`src/rtl/instruction_fetch_unit_pkg.sv`:
```
// Shared definitions for the LEGv8 fetch stage: fetch FSM states, SignExtender
// control codes and the opcode patterns that select them.
package instruction_fetch_unit_pkg;

   typedef enum logic [1:0] {
      ST_IDLE  = 2'd0,
      ST_FETCH = 2'd1,
      ST_DRAIN = 2'd2,
      ST_HOLD  = 2'd3
   } fetch_state_t;

   typedef enum logic [2:0] {
      SEXT_I  = 3'd0,
      SEXT_D  = 3'd1,
      SEXT_B  = 3'd2,
      SEXT_CB = 3'd3,
      SEXT_IM = 3'd4
   } sext_ctrl_t;

   // Opcode prefixes, left-aligned to Instruction[31]
   localparam logic [5:0]  OP_B    = 6'b000101;
   localparam logic [6:0]  OP_CB   = 7'b1011010;
   localparam logic [8:0]  OP_MOVZ = 9'b110100101;
   localparam logic [10:0] OP_LDUR = 11'b11111000010;
   localparam logic [10:0] OP_STUR = 11'b11111000000;
   localparam logic [9:0]  OP_ADDI = 10'b1001000100;
   localparam logic [9:0]  OP_SUBI = 10'b1101000100;

   localparam logic [63:0] PC_STEP = 64'd4;

   // Sequential successor; wraps modulo 2^64 by construction
   function automatic logic [63:0] next_seq_pc(input logic [63:0] pc);
      return pc + PC_STEP;
   endfunction

endpackage

```
`src/rtl/instruction_fetch_unit_if.sv`:
```
// Bundle of the fetch stage's instruction-memory port and its downstream
// pipeline/decode handshake.
interface instruction_fetch_unit_if;

   // Memory: IMemReq is held with IMemAddr stable until a cycle with IMemReady,
   // which completes the request. Downstream: a word is consumed in any cycle
   // with Valid && !Stall; Redirect discards the current or in-flight word.
   logic        IMemReq;
   logic [63:0] IMemAddr;
   logic        IMemReady;
   logic [31:0] IMemData;
   logic        Stall;
   logic        Redirect;
   logic [63:0] RedirectPC;
   logic        Valid;
   logic [31:0] Instruction;
   logic [63:0] CurrentPC;
   logic [25:0] SignImmInput;
   logic [2:0]  SignExtCtrl;

   modport master (
      output IMemReq, IMemAddr, Valid, Instruction, CurrentPC, SignImmInput, SignExtCtrl,
      input  IMemReady, IMemData, Stall, Redirect, RedirectPC
   );

   modport slave (
      input  IMemReq, IMemAddr, Valid, Instruction, CurrentPC, SignImmInput, SignExtCtrl,
      output IMemReady, IMemData, Stall, Redirect, RedirectPC
   );

endinterface

```
`src/rtl/instruction_fetch_unit_imm_ctrl_decode.sv`:
```
// Combinational immediate-type decode feeding SignExtender.Ctrl from the top
// eleven instruction bits; first matching pattern wins.
module instruction_fetch_unit_imm_ctrl_decode
   import instruction_fetch_unit_pkg::*;
(
   input  logic [10:0] i_opcode,
   output sext_ctrl_t  o_ctrl
);

   always_comb begin
      o_ctrl = SEXT_I;
      if (i_opcode[10:5] == OP_B) begin
         o_ctrl = SEXT_B;
      end else if (i_opcode[10:4] == OP_CB) begin
         o_ctrl = SEXT_CB;
      end else if (i_opcode[10:2] == OP_MOVZ) begin
         o_ctrl = SEXT_IM;
      end else if ((i_opcode == OP_LDUR) || (i_opcode == OP_STUR)) begin
         o_ctrl = SEXT_D;
      end else if ((i_opcode[10:1] == OP_ADDI) || (i_opcode[10:1] == OP_SUBI)) begin
         o_ctrl = SEXT_I;
      end
   end

endmodule

```
`src/rtl/instruction_fetch_unit.sv`:
```
// LEGv8 fetch stage: owns the PC, issues one outstanding instruction-memory
// request at a time and holds each fetched word until downstream consumes it.
module instruction_fetch_unit
   import instruction_fetch_unit_pkg::*;
#(
   parameter logic [63:0] RESET_PC = 64'h0
)(
   input  logic                     CLK,
   input  logic                     Reset,
   instruction_fetch_unit_if.master bus,
   output fetch_state_t             o_dbg_state
);

   fetch_state_t r_state;
   logic [63:0]  r_pc;
   logic [63:0]  r_target;
   logic [31:0]  r_instr;
   logic [63:0]  r_cur_pc;

   fetch_state_t w_state_next;
   logic [63:0]  w_pc_next;
   logic [63:0]  w_target_next;
   logic [31:0]  w_instr_next;
   logic [63:0]  w_cur_pc_next;
   logic         w_req;
   logic         w_valid;
   sext_ctrl_t   w_sext_ctrl;

   always_ff @(posedge CLK or posedge Reset) begin
      if (Reset) begin
         r_state  <= ST_IDLE;
         r_pc     <= RESET_PC;
         r_target <= RESET_PC;
         r_instr  <= 32'h0;
         r_cur_pc <= RESET_PC;
      end else begin
         r_state  <= w_state_next;
         r_pc     <= w_pc_next;
         r_target <= w_target_next;
         r_instr  <= w_instr_next;
         r_cur_pc <= w_cur_pc_next;
      end
   end

   always_comb begin
      w_state_next  = r_state;
      w_pc_next     = r_pc;
      w_target_next = r_target;
      w_instr_next  = r_instr;
      w_cur_pc_next = r_cur_pc;
      w_req         = 1'b0;
      w_valid       = 1'b0;
      case (r_state)
         ST_IDLE: begin
            w_state_next = ST_FETCH;
            if (bus.Redirect) begin
               w_pc_next = bus.RedirectPC;
            end
         end
         ST_FETCH: begin
            w_req = 1'b1;
            if (bus.IMemReady) begin
               if (bus.Redirect) begin
                  w_pc_next = bus.RedirectPC;
               end else begin
                  w_instr_next  = bus.IMemData;
                  w_cur_pc_next = r_pc;
                  w_state_next  = ST_HOLD;
               end
            end else if (bus.Redirect) begin
               // Request must complete at its original address; remember where to go after
               w_target_next = bus.RedirectPC;
               w_state_next  = ST_DRAIN;
            end
         end
         ST_DRAIN: begin
            w_req = 1'b1;
            if (bus.Redirect) begin
               w_target_next = bus.RedirectPC;
            end
            if (bus.IMemReady) begin
               w_pc_next    = bus.Redirect ? bus.RedirectPC : r_target;
               w_state_next = ST_FETCH;
            end
         end
         ST_HOLD: begin
            w_valid = 1'b1;
            if (bus.Redirect) begin
               w_pc_next    = bus.RedirectPC;
               w_state_next = ST_FETCH;
            end else if (!bus.Stall) begin
               w_pc_next    = next_seq_pc(r_cur_pc);
               w_state_next = ST_FETCH;
            end
         end
         default: begin
            w_state_next = ST_IDLE;
         end
      endcase
   end

   instruction_fetch_unit_imm_ctrl_decode u_imm_ctrl_decode (
      .i_opcode (r_instr[31:21]),
      .o_ctrl   (w_sext_ctrl)
   );

   assign bus.IMemReq      = w_req;
   assign bus.IMemAddr     = r_pc;
   assign bus.Valid        = w_valid;
   assign bus.Instruction  = r_instr;
   assign bus.CurrentPC    = r_cur_pc;
   assign bus.SignImmInput = r_instr[25:0];
   assign bus.SignExtCtrl  = w_sext_ctrl;
   assign o_dbg_state      = r_state;

endmodule
```
`src/flat_wrapper.sv`:
```
// flat-port wrapper written by rule: the top's interface ports become plain ports
module instruction_fetch_unit_flat import instruction_fetch_unit_pkg::*;
#(
   parameter logic [63:0] RESET_PC = 64'h0
)
  (CLK, Reset, o_dbg_state, bus_IMemReq, bus_IMemAddr, bus_Valid, bus_Instruction, bus_CurrentPC, bus_SignImmInput, bus_SignExtCtrl, bus_IMemReady, bus_IMemData, bus_Stall, bus_Redirect, bus_RedirectPC);
  instruction_fetch_unit_if bus_i ();
  input  logic CLK;
  input  logic Reset;
  output fetch_state_t o_dbg_state;
  output wire logic [$bits(bus_i.IMemReq)-1:0] bus_IMemReq;
  output wire logic [$bits(bus_i.IMemAddr)-1:0] bus_IMemAddr;
  output wire logic [$bits(bus_i.Valid)-1:0] bus_Valid;
  output wire logic [$bits(bus_i.Instruction)-1:0] bus_Instruction;
  output wire logic [$bits(bus_i.CurrentPC)-1:0] bus_CurrentPC;
  output wire logic [$bits(bus_i.SignImmInput)-1:0] bus_SignImmInput;
  output wire logic [$bits(bus_i.SignExtCtrl)-1:0] bus_SignExtCtrl;
  input wire logic [$bits(bus_i.IMemReady)-1:0] bus_IMemReady;
  input wire logic [$bits(bus_i.IMemData)-1:0] bus_IMemData;
  input wire logic [$bits(bus_i.Stall)-1:0] bus_Stall;
  input wire logic [$bits(bus_i.Redirect)-1:0] bus_Redirect;
  input wire logic [$bits(bus_i.RedirectPC)-1:0] bus_RedirectPC;
  assign bus_IMemReq = bus_i.IMemReq;
  assign bus_IMemAddr = bus_i.IMemAddr;
  assign bus_Valid = bus_i.Valid;
  assign bus_Instruction = bus_i.Instruction;
  assign bus_CurrentPC = bus_i.CurrentPC;
  assign bus_SignImmInput = bus_i.SignImmInput;
  assign bus_SignExtCtrl = bus_i.SignExtCtrl;
  assign bus_i.IMemReady = bus_IMemReady;
  assign bus_i.IMemData = bus_IMemData;
  assign bus_i.Stall = bus_Stall;
  assign bus_i.Redirect = bus_Redirect;
  assign bus_i.RedirectPC = bus_RedirectPC;
  instruction_fetch_unit #(.RESET_PC(RESET_PC)) u_core (.CLK(CLK), .Reset(Reset), .bus(bus_i), .o_dbg_state(o_dbg_state));
endmodule
```
`config.mk`:
```
export PLATFORM = sky130hd
export DESIGN_NAME = instruction_fetch_unit_flat
export DESIGN_NICKNAME = d
export VERILOG_FILES = /design/src/rtl/instruction_fetch_unit_pkg.sv /design/src/rtl/instruction_fetch_unit_if.sv /design/src/rtl/instruction_fetch_unit_imm_ctrl_decode.sv /design/src/rtl/instruction_fetch_unit.sv /design/src/flat_wrapper.sv
export SDC_FILE = /design/constraint.sdc
export NUM_CORES = 1
export LEC_CHECK = 0
export ABC_AREA = 1
export CAP_MARGIN = 15
export CORE_MARGIN = 2
export CORE_UTILIZATION = 46
export CTS_CLUSTER_SIZE = 10
export DETAILED_ROUTE_END_ITERATION = 16
export GPL_ROUTABILITY_DRIVEN = 0
export PLACE_DENSITY = 0.78
export SYNTH_ARGS = -nofsm -noshare
export SYNTH_HDL_FRONTEND = slang
export SYNTH_SLANG_ARGS = --single-unit
```
`constraint.sdc`:
```
create_clock -name CLK -period 8.7 [get_ports CLK]
set_input_delay 2.61 -clock CLK [delete_from_list [all_inputs] [get_ports CLK]]
set_output_delay 2.61 -clock CLK [all_outputs]
set_load 0.05 [all_outputs]
```
# Yosys cells after proc, flatten, opt, wreduce, memory -nomap -nowiden
# Cells that the tools add are included.
dict set report word_totals {
  register_bits 226
  input_bits 101
  out_inout_bits 193
  wordCells 51
}
dict set report classes {
  addsub 1
  eq_ne 14
  mux 22
  n_bitwise 1
  n_reduce_logical 8
}
# cell count
set op_table {}
lappend op_table {{2-to-1 mux 64 bit} 7}
lappend op_table {{case mux 64 bit (4 select lines)} 1}
lappend op_table {{case mux 64 bit (2 select lines)} 1}
lappend op_table {{adder 64 x 3 -> 64 bit, second input constant} 1}
lappend op_table {{equality test 11 bit, second input constant} 2}
lappend op_table {{2-to-1 mux 2 bit} 6}
lappend op_table {{equality test 9 bit, second input constant} 1}
lappend op_table {{2-to-1 mux 3 bit} 3}
lappend op_table {{!= test 3 bit, second input constant} 3}
lappend op_table {{case mux 2 bit (4 select lines)} 1}
lappend op_table {{equality test 7 bit, second input constant} 1}
lappend op_table {{equality test 6 x 3 -> 1 bit, second input constant} 1}
lappend op_table {{!= test 2 bit, second input constant} 3}
lappend op_table {{AND reduction 3 bit} 2}
lappend op_table {{equality test 2 bit, second input constant} 2}
lappend op_table {{AND reduction 4 bit} 1}
lappend op_table {{2-to-1 mux 1 bit} 3}
lappend op_table {{equality test 2 x 1 -> 1 bit, second input constant} 1}
lappend op_table {{logical NOT 2 bit} 1}
lappend op_table {{AND reduction 2 bit} 1}
lappend op_table {{nonzero test 2 bit} 1}
lappend op_table {{OR reduction 2 bit} 1}
lappend op_table {{logical OR 1 bit} 1}
lappend op_table {{inverter 1 bit} 1}

# Logic depth before layout (Yosys ltp)
dict set report depth {
  depth_word 6
  depth_mapped 14
  depth_no_buf 14
}

# Hierarchy
# From an unflattened synthesis, not the netlist that was laid out.
dict set report unflattened {
  cells_unflattened 1731
  hier_area_um2 12974.9
}
# module n_inst cells_each area_each_um2 seq_area_each_um2
set by_module_without_submodules {}
lappend by_module_without_submodules {instruction_fetch_unit 1 1702 12848.6 5655.4}
lappend by_module_without_submodules {instruction_fetch_unit_imm_ctrl_decode 1 29 126.4 0.0}

# Least setup slack after synthesis
# OpenSTA, ideal clock, no wires.
dict set report synth_path {
  path_type {reg2out}
  from {register u_core.r_instr[31], in the netlist u_core.bus.Instruction[31]}
  to {output bus_SignExtCtrl[0]}
  arrival_ps 2499
  required_ps 6090
  path_slack_ps 3591
  path_stages_with_launch 3
  n_path_buf 0
  path_cell_list {dfrtp_1 -> nand4_1 -> o41ai_1}
}
dict set report synth_between {
  elab_chain_len 6
  word_cells_on_any_way 10
  cone_classes {5 x eq/ne; 4 x mux; 1 x reduce/logical}
}
# item line_no
set synth_lines {}
lappend synth_lines {{start, declared} instruction_fetch_unit.sv:17} ;# logic [31:0] r_instr;
lappend synth_lines {{start signal, assigned} instruction_fetch_unit.sv:40} ;# r_instr <= w_instr_next;
lappend synth_lines {{equality test 11 bit} instruction_fetch_unit_imm_ctrl_decode.sv:18} ;# end else if ((i_opcode == OP_LDUR) || (i_opcode == OP_STUR)) begin
lappend synth_lines {{logical OR 1 bit} instruction_fetch_unit_imm_ctrl_decode.sv:18}
lappend synth_lines {{2-to-1 mux 1 bit} instruction_fetch_unit_imm_ctrl_decode.sv:18}
lappend synth_lines {{2-to-1 mux 3 bit} instruction_fetch_unit_imm_ctrl_decode.sv:16} ;# end else if (i_opcode[10:2] == OP_MOVZ) begin
lappend synth_lines {{2-to-1 mux 3 bit} instruction_fetch_unit_imm_ctrl_decode.sv:14} ;# end else if (i_opcode[10:4] == OP_CB) begin
lappend synth_lines {{2-to-1 mux 3 bit (*)} instruction_fetch_unit_imm_ctrl_decode.sv:12} ;# if (i_opcode[10:5] == OP_B) begin
lappend synth_lines {{end, declared} flat_wrapper.sv:17} ;# output wire logic [$bits(bus_i.SignExtCtrl)-1:0] bus_SignExtCtrl;
# Every way passes the cells marked *; elsewhere a longest branch is shown, timed or not.

# Worst setup path after layout
dict set report layout_path {
  from {register u_core.r_instr[28], in the netlist u_core.bus.Instruction[28]}
  to {output bus_SignExtCtrl[0]}
}
# The elaborated chain is that of the path after synthesis.

==> flow_summary_export.csv <==
group,metric,value,unit
timing,fin_tns_setup,0,ns
logic_synthesis,async_flop_share,1.00,
logic_synthesis,yosys_warnings,0,
cells_and_area,area_delta_synth_final,29.5,%
worst_setup_path,cp_common_cell,"inv_1",
routing,first_iter_violations,1132,
clocking,clock_tree.htree_level_count,1,
worst_setup_path,rr_worst_depth,10,
timing,worst_pin_slew,1.04,ns
routing,drt_wl_total,40.8,mm
worst_setup_path,crit_buf_inv,3,
logic_synthesis,synth_area,12800,sq um
die,io-pin-count,294,
logic_synthesis,ys.flop_type,"dfrtp_1",
timing,grt_setup_unrepaired,"false",
clocking,cts_resized,0,
routing,drtPass1Iterations,6,
logic_synthesis,yosysSeqAreaShare,0.443,
timing,hold_violations,0,
cells_and_area,most-common-layout-cells,"486 x nand2_1, 292 x clkdlybuf4s50_1, 226 x dfrtp_1",
global_route,grt_overflow_total,0,
cells_and_area,nets,2041,
worst_setup_path,critPathLaunch,"u_core.bus.Instruction[28]",
power_and_ir_drop,combPwrFrac,0.591,
routing,vias,12700,
cells_and_area,antenna_cells,0,
logic_synthesis,yosysUniqueCellTypes,35,
timing,slew_viol_final,0,
global_route,grt_max_degree,195,
power_and_ir_drop,switching_share,0.526,
routing,drc,0,
worst_setup_path,r2r_start,"u_core.o_dbg_state[0]",
clocking,cts_tree,"done",
routing,avgRoutedWirePerCell,17.6,um
clocking,ctsLongestPathBuffers,3,
job,drv_cap,0,
power_and_ir_drop,pwr-share-seq,0.272,
die,dieHeight,171,um
die,die_w,171,um
timing,min_period_over_period,0.573,
worst_hold_path,hold_class,"flop to flop",
logic_synthesis,syn_avg_cell_area,7.45,sq um
power_and_ir_drop,power.density,458,nW/um^2
clocking,clock_latency,0.54,ns
worst_setup_path,worstPathMaxFanout,3,
worst_hold_path,hold_depth,1,
routing,viasPerCell,5.51,
die,rows,60,
die,coreArea,27100,sq um
placement,pre_cts_ws,3.27,ns
logic_synthesis,syn-num-nets,1818,
power_and_ir_drop,p_leak,7.50,nW
worst_setup_path,critPathTopFamily,"buffers and inverters",
die,start_util,0.471,
timing,fin_ws,3.72,ns
logic_synthesis,synth_edf_count,0,
status,status,"finished, final reports clean",
global_route,grt_pass1_vias,12300,
worst_setup_path,arrival,2.37,ns
cells_and_area,fill_cells,2339,
power_and_ir_drop,p_int,0.00358,W
power_and_ir_drop,power.switching,0.00398,W
cells_and_area,final_layout_size_suffix_gt1_frac,0.0696,
worst_setup_path,path_class,"flop to primary output",
global_route,grt_first_pass_wirelength,64.5,mm
clocking,cts_setup_buffers,0,
placement,portBuffers,293,
worst_hold_path,min_from,"u_core.bus.Instruction[6]",
worst_setup_path,worst_setup_path_start_kind,"flop",
clocking,clockRootBuffer,"clkbuf_16",
worst_setup_path,critical_path.max_stage_delay,0.86,ns
cells_and_area,final_common_cell,"nand2_1",
global_route,track_usage,0.277,
clocking,hold_buffers,0,
logic_synthesis,synth_seq_cells,226,
worst_setup_path,cp.required,6.09,ns
power_and_ir_drop,power_frac_clock,0.137,
logic_synthesis,synthCells,1713,
placement,hpwl,28.5,mm
timing,setup_viol,0,
timing,fmax,201,MHz
worst_setup_path,cpMaxStageDelayCell,"clkdlybuf4s50_1",
clocking,cts_sinks,226,
worst_setup_path,path_cells,"inv_1, nor2_1, nand3_1, inv_1, nand4_1, o41ai_1, clkdlybuf4s50_1",
power_and_ir_drop,ir_worst_vdd,0.452,mV
worst_setup_path,end_kind,"primary output",
clocking,cts_made_buffers,27,
global_route,antenna_found_initial,0,
worst_setup_path,path_depth,7,
clocking,path_clk_slew,0.05,ns
timing,skew,0.0207,ns
timing,relSlewSlack,0.304,
routing,ant_nets,0,
die,die_area,29100,sq um
timing,fin_crit,4.98,ns
==> cell usage after synthesis (5+ instances only) <==
cell | instances | area (sq um)
xor2_1 | 13 | 114
mux2_2 | 33 | 372
buf_4 | 32 | 240
o21ai_1 | 10 | 50.1
a221oi_1 | 50 | 438
a22oi_1 | 11 | 82.6
a21oi_1 | 120 | 601
nand2_4 | 5 | 56.3
dfrtp_1 | 226 | 5660
buf_2 | 20 | 100
inv_1 | 162 | 608
nand2_2 | 15 | 93.8
o21ai_0 | 167 | 836
clkbuf_1 | 47 | 176
nand4_1 | 11 | 68.8
inv_2 | 6 | 22.5
nor2_2 | 13 | 81.3
nand3_1 | 28 | 140
nand2_1 | 486 | 1820
nor2_1 | 211 | 792
buf_1 | 12 | 45.0
==> logic make-up (layout without fill, tap and decap cells) <==
group	after synthesis	after routing	share of synthesized area
AO/OA/AOI/OAI	374	374	0.168
XOR/XNOR	17	17	0.0117
adder cells (fa/ha/maj)	4	4	0.00392
buffers and inverters	279	507	0.0935
flip-flops	226	226	0.443
multiplexers	33	33	0.0291
AND/OR/NAND/NOR	780	780	0.251
==> final cells by class <==
| type | instances | area (sq um) | share of cell area |
|---|---|---|---|
| tap | 372 | 465 | 0.0282 |
| timing repair buffer | 305 | 3060 | 0.185 |
| sequential | 226 | 5660 | 0.342 |
| clock inverter | 2 | 60.1 | 0.00364 |
| inverter | 168 | 634 | 0.0384 |
| multi-input combinational | 1208 | 5940 | 0.360 |
| clock buffer | 32 | 704 | 0.0426 |
==> stage by stage <==
step | util | cells | instance area [sq um] | power, W | hold WS [ns]
floorplan | - | 1713 | 12800 | 0.00506 | 0.501
global placement | 0.580 | 2277 | 15700 | 0.00638 | 0.510
detailed placement | 0.580 | 2277 | 15700 | 0.00649 | 0.514
CTS | 0.608 | 2311 | 16500 | 0.00755 | 0.527
global route | 0.610 | 2313 | 16500 | 0.00799 | 0.552
finish | 0.610 | 2313 | 16500 | 0.00757 | 0.524
==> power groups by stage <==
stage          sequential (W)  combinational (W)  clock [W]
2_1_floorplan         0.00318            0.00188          0
3_3_place_gp          0.00204            0.00434          0
3_5_place_dp          0.00206            0.00443          0
4_1_cts               0.00205            0.00445    0.00105
5_1_grt               0.00211            0.00479    0.00109
6_report              0.00206            0.00447    0.00104
==> metal layers <==
layer | share of wire | vias up | GRT usage
met1 | 0.41 | 6068 | 0.361
met2 | 0.48 | 595 | 0.466
met4 | 0.031 | 0 | 0.0896
met5 | 0 | - | 0
met3 | 0.084 | 92 | 0.0518
li1 | - | 5992 | -
==> registers in the layout, indices dropped and copies added (netlist names) <==
signal	flops
u_core.r_target	64
u_core.bus.IMemAddr	64
u_core.bus.CurrentPC	64
u_core.bus.Instruction	32
u_core.o_dbg_state	2
==> worst paths after layout <==
path	slack [ns]	end
min in group asynchronous	2.61	u_core.bus.Instruction[21]
worst min-delay path	0.52	u_core.bus.Instruction[6]
worst max register to register	5.67	u_core.bus.IMemAddr[63]
max in group asynchronous	4.64	u_core.bus.IMemAddr[56]
worst min register to register	0.52	u_core.bus.Instruction[6]
worst max-delay path	3.72	bus_SignExtCtrl[0]
Note: power is estimated with default switching activity, not from simulation.
